File: src/rtl/gnr_node_multi.sv
// Gene-regulatory-network node with NUM_STATES slots, per-slot update dividers,
// change pulses and a settled flag. Optional GNR_TOGGLE_CNT_EN adds per-slot toggle counters.
module gnr_node_multi #(
  parameter int unsigned NUM_STATES    = 2,
  parameter int unsigned WIDTH         = 1,
  parameter int unsigned DIV_WIDTH     = 2,
  parameter int unsigned STABLE_THRESH = 4
) (
  input  logic                          clk,
  input  logic                          rst_n,
  input  logic                          reset_nos,
  input  logic [WIDTH-1:0]              init_state,
  input  logic [NUM_STATES*DIV_WIDTH-1:0] div_cfg,
  input  logic [NUM_STATES-1:0]         start_s,
  input  logic [NUM_STATES*WIDTH-1:0]   camp_s,
  output logic [NUM_STATES*WIDTH-1:0]   s,
  output logic [NUM_STATES*WIDTH-1:0]   pka_s,
  output logic [NUM_STATES-1:0]         changed,
`ifdef GNR_TOGGLE_CNT_EN
  output logic [NUM_STATES*16-1:0]      toggle_cnt,
`endif
  output logic                          stable
);

  localparam int unsigned CNT_W = $clog2(STABLE_THRESH + 1);
  localparam int unsigned TOG_W = 16;

  logic [NUM_STATES*WIDTH-1:0] s_q, s_d;
  logic [NUM_STATES-1:0]       changed_q, changed_d;
  logic                        stable_q, stable_d;
  logic [CNT_W-1:0]            stable_cnt_q, stable_cnt_d;
  logic [DIV_WIDTH-1:0]        phase_q [NUM_STATES];
  logic [DIV_WIDTH-1:0]        phase_d [NUM_STATES];
  logic [DIV_WIDTH-1:0]        div_q   [NUM_STATES];
  logic [DIV_WIDTH-1:0]        div_d   [NUM_STATES];

  // Next-state: node re-init, then per-slot divided updates and settle tracking
  always_comb begin
    s_d          = s_q;
    changed_d    = '0;
    stable_cnt_d = stable_cnt_q;
    for (int i = 0; i < NUM_STATES; i++) begin
      phase_d[i] = phase_q[i];
      div_d[i]   = div_q[i];
    end

    if (reset_nos) begin
      s_d          = {NUM_STATES{init_state}};
      stable_cnt_d = '0;
      for (int i = 0; i < NUM_STATES; i++) begin
        phase_d[i] = '0;
        div_d[i]   = (div_cfg[i*DIV_WIDTH +: DIV_WIDTH] == '0) ? DIV_WIDTH'(1)
                                                               : div_cfg[i*DIV_WIDTH +: DIV_WIDTH];
      end
    end else begin
      for (int i = 0; i < NUM_STATES; i++) begin
        if (start_s[i]) begin
          if (phase_q[i] == '0) begin
            s_d[i*WIDTH +: WIDTH] = camp_s[i*WIDTH +: WIDTH];
            changed_d[i]          = (camp_s[i*WIDTH +: WIDTH] != s_q[i*WIDTH +: WIDTH]);
            phase_d[i]            = div_q[i] - DIV_WIDTH'(1);
          end else begin
            phase_d[i] = phase_q[i] - DIV_WIDTH'(1);
          end
        end
      end
      if (|start_s) begin
        if (|changed_d) begin
          stable_cnt_d = '0;
        end else if (stable_cnt_q < CNT_W'(STABLE_THRESH)) begin
          stable_cnt_d = stable_cnt_q + CNT_W'(1);
        end
      end
    end

    stable_d = reset_nos ? 1'b0 : (stable_cnt_d >= CNT_W'(STABLE_THRESH));
  end

  always_ff @(posedge clk) begin
    if (!rst_n) begin
      s_q          <= '0;
      changed_q    <= '0;
      stable_q     <= 1'b0;
      stable_cnt_q <= '0;
      for (int i = 0; i < NUM_STATES; i++) begin
        phase_q[i] <= '0;
        div_q[i]   <= DIV_WIDTH'(1);
      end
    end else begin
      s_q          <= s_d;
      changed_q    <= changed_d;
      stable_q     <= stable_d;
      stable_cnt_q <= stable_cnt_d;
      for (int i = 0; i < NUM_STATES; i++) begin
        phase_q[i] <= phase_d[i];
        div_q[i]   <= div_d[i];
      end
    end
  end

  assign s       = s_q;
  assign pka_s   = s_q;
  assign changed = changed_q;
  assign stable  = stable_q;

`ifdef GNR_TOGGLE_CNT_EN
  logic [TOG_W-1:0] toggle_q [NUM_STATES];
  logic [TOG_W-1:0] toggle_d [NUM_STATES];

  // Count change pulses per slot, saturating
  always_comb begin
    for (int i = 0; i < NUM_STATES; i++) begin
      toggle_d[i] = toggle_q[i];
      if (reset_nos) begin
        toggle_d[i] = '0;
      end else if (changed_d[i] && (toggle_q[i] != {TOG_W{1'b1}})) begin
        toggle_d[i] = toggle_q[i] + TOG_W'(1);
      end
    end
  end

  always_ff @(posedge clk) begin
    if (!rst_n) begin
      for (int i = 0; i < NUM_STATES; i++) toggle_q[i] <= '0;
    end else begin
      for (int i = 0; i < NUM_STATES; i++) toggle_q[i] <= toggle_d[i];
    end
  end

  always_comb begin
    toggle_cnt = '0;
    for (int i = 0; i < NUM_STATES; i++) toggle_cnt[i*TOG_W +: TOG_W] = toggle_q[i];
  end
`endif

endmodule

File: config.mk
export PLATFORM = sky130hd
export DESIGN_NAME = gnr_node_multi
export DESIGN_NICKNAME = d
export VERILOG_FILES = /design/src/rtl/gnr_node_multi.sv
export SDC_FILE = /design/constraint.sdc
export NUM_CORES = 1
export LEC_CHECK = 0
export ABC_AREA = 0
export CELL_PAD_IN_SITES_DETAIL_PLACEMENT = 0
export CELL_PAD_IN_SITES_GLOBAL_PLACEMENT = 1
export CORE_MARGIN = 1
export CORE_UTILIZATION = 36
export DETAILED_ROUTE_END_ITERATION = 10
export PLACE_DENSITY = 0.91
export REMOVE_ABC_BUFFERS = 1
export SLEW_MARGIN = 20
export SYNTH_ARGS = -nofsm -noshare
export SYNTH_HDL_FRONTEND = slang
export SYNTH_SLANG_ARGS = --single-unit
File: constraint.sdc
create_clock -name clk -period 2.49 [get_ports clk]
set_input_delay 0.6225 -clock clk [delete_from_list [all_inputs] [get_ports clk]]
set_output_delay 0.6225 -clock clk [all_outputs]
set_load 0.01 [all_outputs]
==> results.py <==
metrics = {
    "placed_design": {
        "dp_cells": 113,
        "gp_congestion": 0.708,
        "post-dp-hpwl_um": 925,
        "portBuffers": 18,
    },
    "critical_path": {
        "start_kind": "register",
        "critPathSlowestCell": "clkdlybuf4s50_1",
        "crit_fanout": 4,
        "worst_path_largest_cell_delay_ps": 570,
        "cp.arrival_ps": 1260,
        "endpoint_kind": "output pin",
        "cp_top_family": "buffers and inverters",
        "crit_start": "pka_s[0]",
        "cp.required_ps": 1870,
        "critPathKind": "reg2out",
        "critPathBufInv": 1,
        "crit_path_cell_trace": "clkdlybuf4s50_1",
        "r2r-start": "pka_s[1]",
    },
    "yosys": {
        "yosys_warnings": 0,
        "synthDistinctLibCells": 19,
        "async_flop_share_pct": 0,
        "synth_area_um2": 692,
        "yosys-top-cells-count": "16 x dfxtp_1, 8 x a21oi_1, 8 x nand2_1, 6 x inv_1, 6 x o21ai_0",
        "synth_top_area_share_pct": 46.3,
        "yosysSeqAreaShare_pct": 46.3,
        "dominantRegCellSynth": "dfxtp_1",
        "synth.area.top_cells": "dfxtp_1 46%, mux2i_1 7.2%, a21oi_1 5.8%",
        "syn_inst": 73,
        "avgSynthCellArea_um2": 9.48,
        "synth-seq-cells": 16,
        "yosysTopAreaCell": "dfxtp_1",
        "synth.most_common_cell": "dfxtp_1",
        "synth_edf_count": 0,
    },
    "finish": {
        "area_growth_syn_to_layout_pct": 32.0,
        "n_antenna_cell": 0,
        "nFillCells": 193,
        "drive_gt1_share_pct": 7.61,
        "fin_cells": 117,
        "fin_util_pct": 51.8,
        "final_nets": 106,
    },
    "sta": {
        "hold_viol": 0,
        "setup_tns_ps": 0,
        "finalSetupViolCount": 0,
        "finalCritPeriodShare_pct": 75.8,
        "finClkSkew_ps": 0.554,
        "max_freq_mhz": 530,
        "grt_setup_unrepaired": "false",
        "min_period_ps": 1890,
        "slew_violations": 0,
        "tightest_slew_ps": 313,
        "max-slew-margin-rel_pct": 79.1,
    },
    "clocking": {
        "cts_buffer_depth": 2,
        "clk-insertion-delay-late_ps": 280,
        "numCtsBuffers": 3,
        "cts.htree.levels": 1,
        "clk_pin_slew_worst_paths_ps": 90,
        "cts_tree": "done",
        "post_cts_buffers": 0,
        "cts-root-buf": "clkbuf_4",
        "hold_buffers": 0,
        "ctsResizeCount": 0,
        "clock_sinks": 16,
    },
    "pwr": {
        "powerDensity_nw_per_um2": 566,
        "total_power_mw": 0.517,
        "p_leak_nw": 0.359,
        "vdd_drop_max_v": 0.000244,
    },
    "global_route": {
        "grt_pass1_vias": 512,
        "grt_use_total_pct": 14.1,
        "grt_overflow": 0,
        "antenna_found_initial": 0,
        "grt_pass1_wl_um": 2060,
        "grt_max_degree": 10,
    },
    "routing": {
        "drt_pre_antenna_iters": 4,
        "ant_nets": 0,
        "wl_per_cell_um": 10.2,
        "route.detailed.drc": 0,
        "vias": 542,
        "wirelength_um": 1200,
        "via_per_inst": 4.63,
        "dr.first_iter.drc_count": 5,
    },
    "floorplanning": {
        "die-width_um": 45.8,
        "initial_utilization_pct": 39.2,
        "fp.dieH_um": 45.8,
        "io_pins": 19,
        "fp.dieArea_um2": 2100,
        "core-area_um2": 1760,
        "rows": 15,
    },
    "run_status": {
        "status": "finished clean",
    },
    "min_path": {
        "worstHoldStart": "stable_cnt_q[2]",
        "hp-class": "reg2reg",
    },
    "flow_run": {
        "cap_violations": 0,
    },
}
[placed cells by master, fill, tap and decap left out, types with 3 or more instances in the layout]
master / count
dfxtp_1: 16
nor2_1: 4
nand2_1: 8
a21oi_1: 8
o21ai_0: 6
mux2i_1: 5
inv_1: 6
clkbuf_4: 3
clkdlybuf4s50_1: 18
xor2_1: 3
[final timing paths]
kind	cells past startpoint	slack, ps	endpoint
hold / removal	2	470	stable_cnt_q[2]
hold reg to reg	2	470	stable_cnt_q[2]
setup reg to reg	3	1370	stable
setup / recovery	1	600	s[0]
[metal layers]
layer	global-route usage, %	vias up	wire length, um
li1	-	282	-
met1	15.3	229	542
met2	23.1	26	529
met3	4.76	5	91
met4	8.82	0	34
met5	0	-	0
[final cells by class]
class | instances | area [um^2] | area share [%]
Multi-Input combinational cell | 48 | 323 | 35.3
Sequential cell | 16 | 320 | 35.1
Clock buffer | 4 | 36.3 | 3.97
Timing Repair Buffer | 18 | 180 | 19.7
Inverter | 6 | 22.5 | 2.47
Tap cell | 25 | 31.3 | 3.42
[metrics by stage]
| stage | worst slack [ps] | cell area [um^2] | hold slack (ps) |
|---|---|---|---|
| 4_1_cts | 588 | 913 | 478 |
| 5_1_grt | 531 | 913 | 521 |
| 6_report | 603 | 913 | 473 |
| 3_3_place_gp | 557 | 877 | 454 |
| 3_5_place_dp | 518 | 877 | 463 |
| 2_1_floorplan | 1170 | 666 | 443 |
[tightest hold or removal path, stage by stage (launching register included)]
cell and delay, ps:
dfxtp_1 310, inv_1 60, a21oi_1 50
[cells by family after synthesis]
kind of cell | share of synthesized area, %
buf+inv | 7.05
flops | 46.3
fa+ha+maj | 1.81
simple gates | 16.1
xor+xnor | 6.33
mux | 7.23
compound gates | 15.2
[report_power, final]
part / total, mW / internal [mW] / switching [mW]
Sequential: 0.273 / 0.265 / 0.00775
Combinational: 0.0750 / 0.0442 / 0.0308
Clock: 0.169 / 0.0891 / 0.0803
[registers in the layout, indices dropped and copies added, names as in the netlist]
name	count
changed	2
stable	1
pka_s	2
div_q	4
phase_q	4
stable_cnt_q	3
Power figures use the tool's default switching activity.
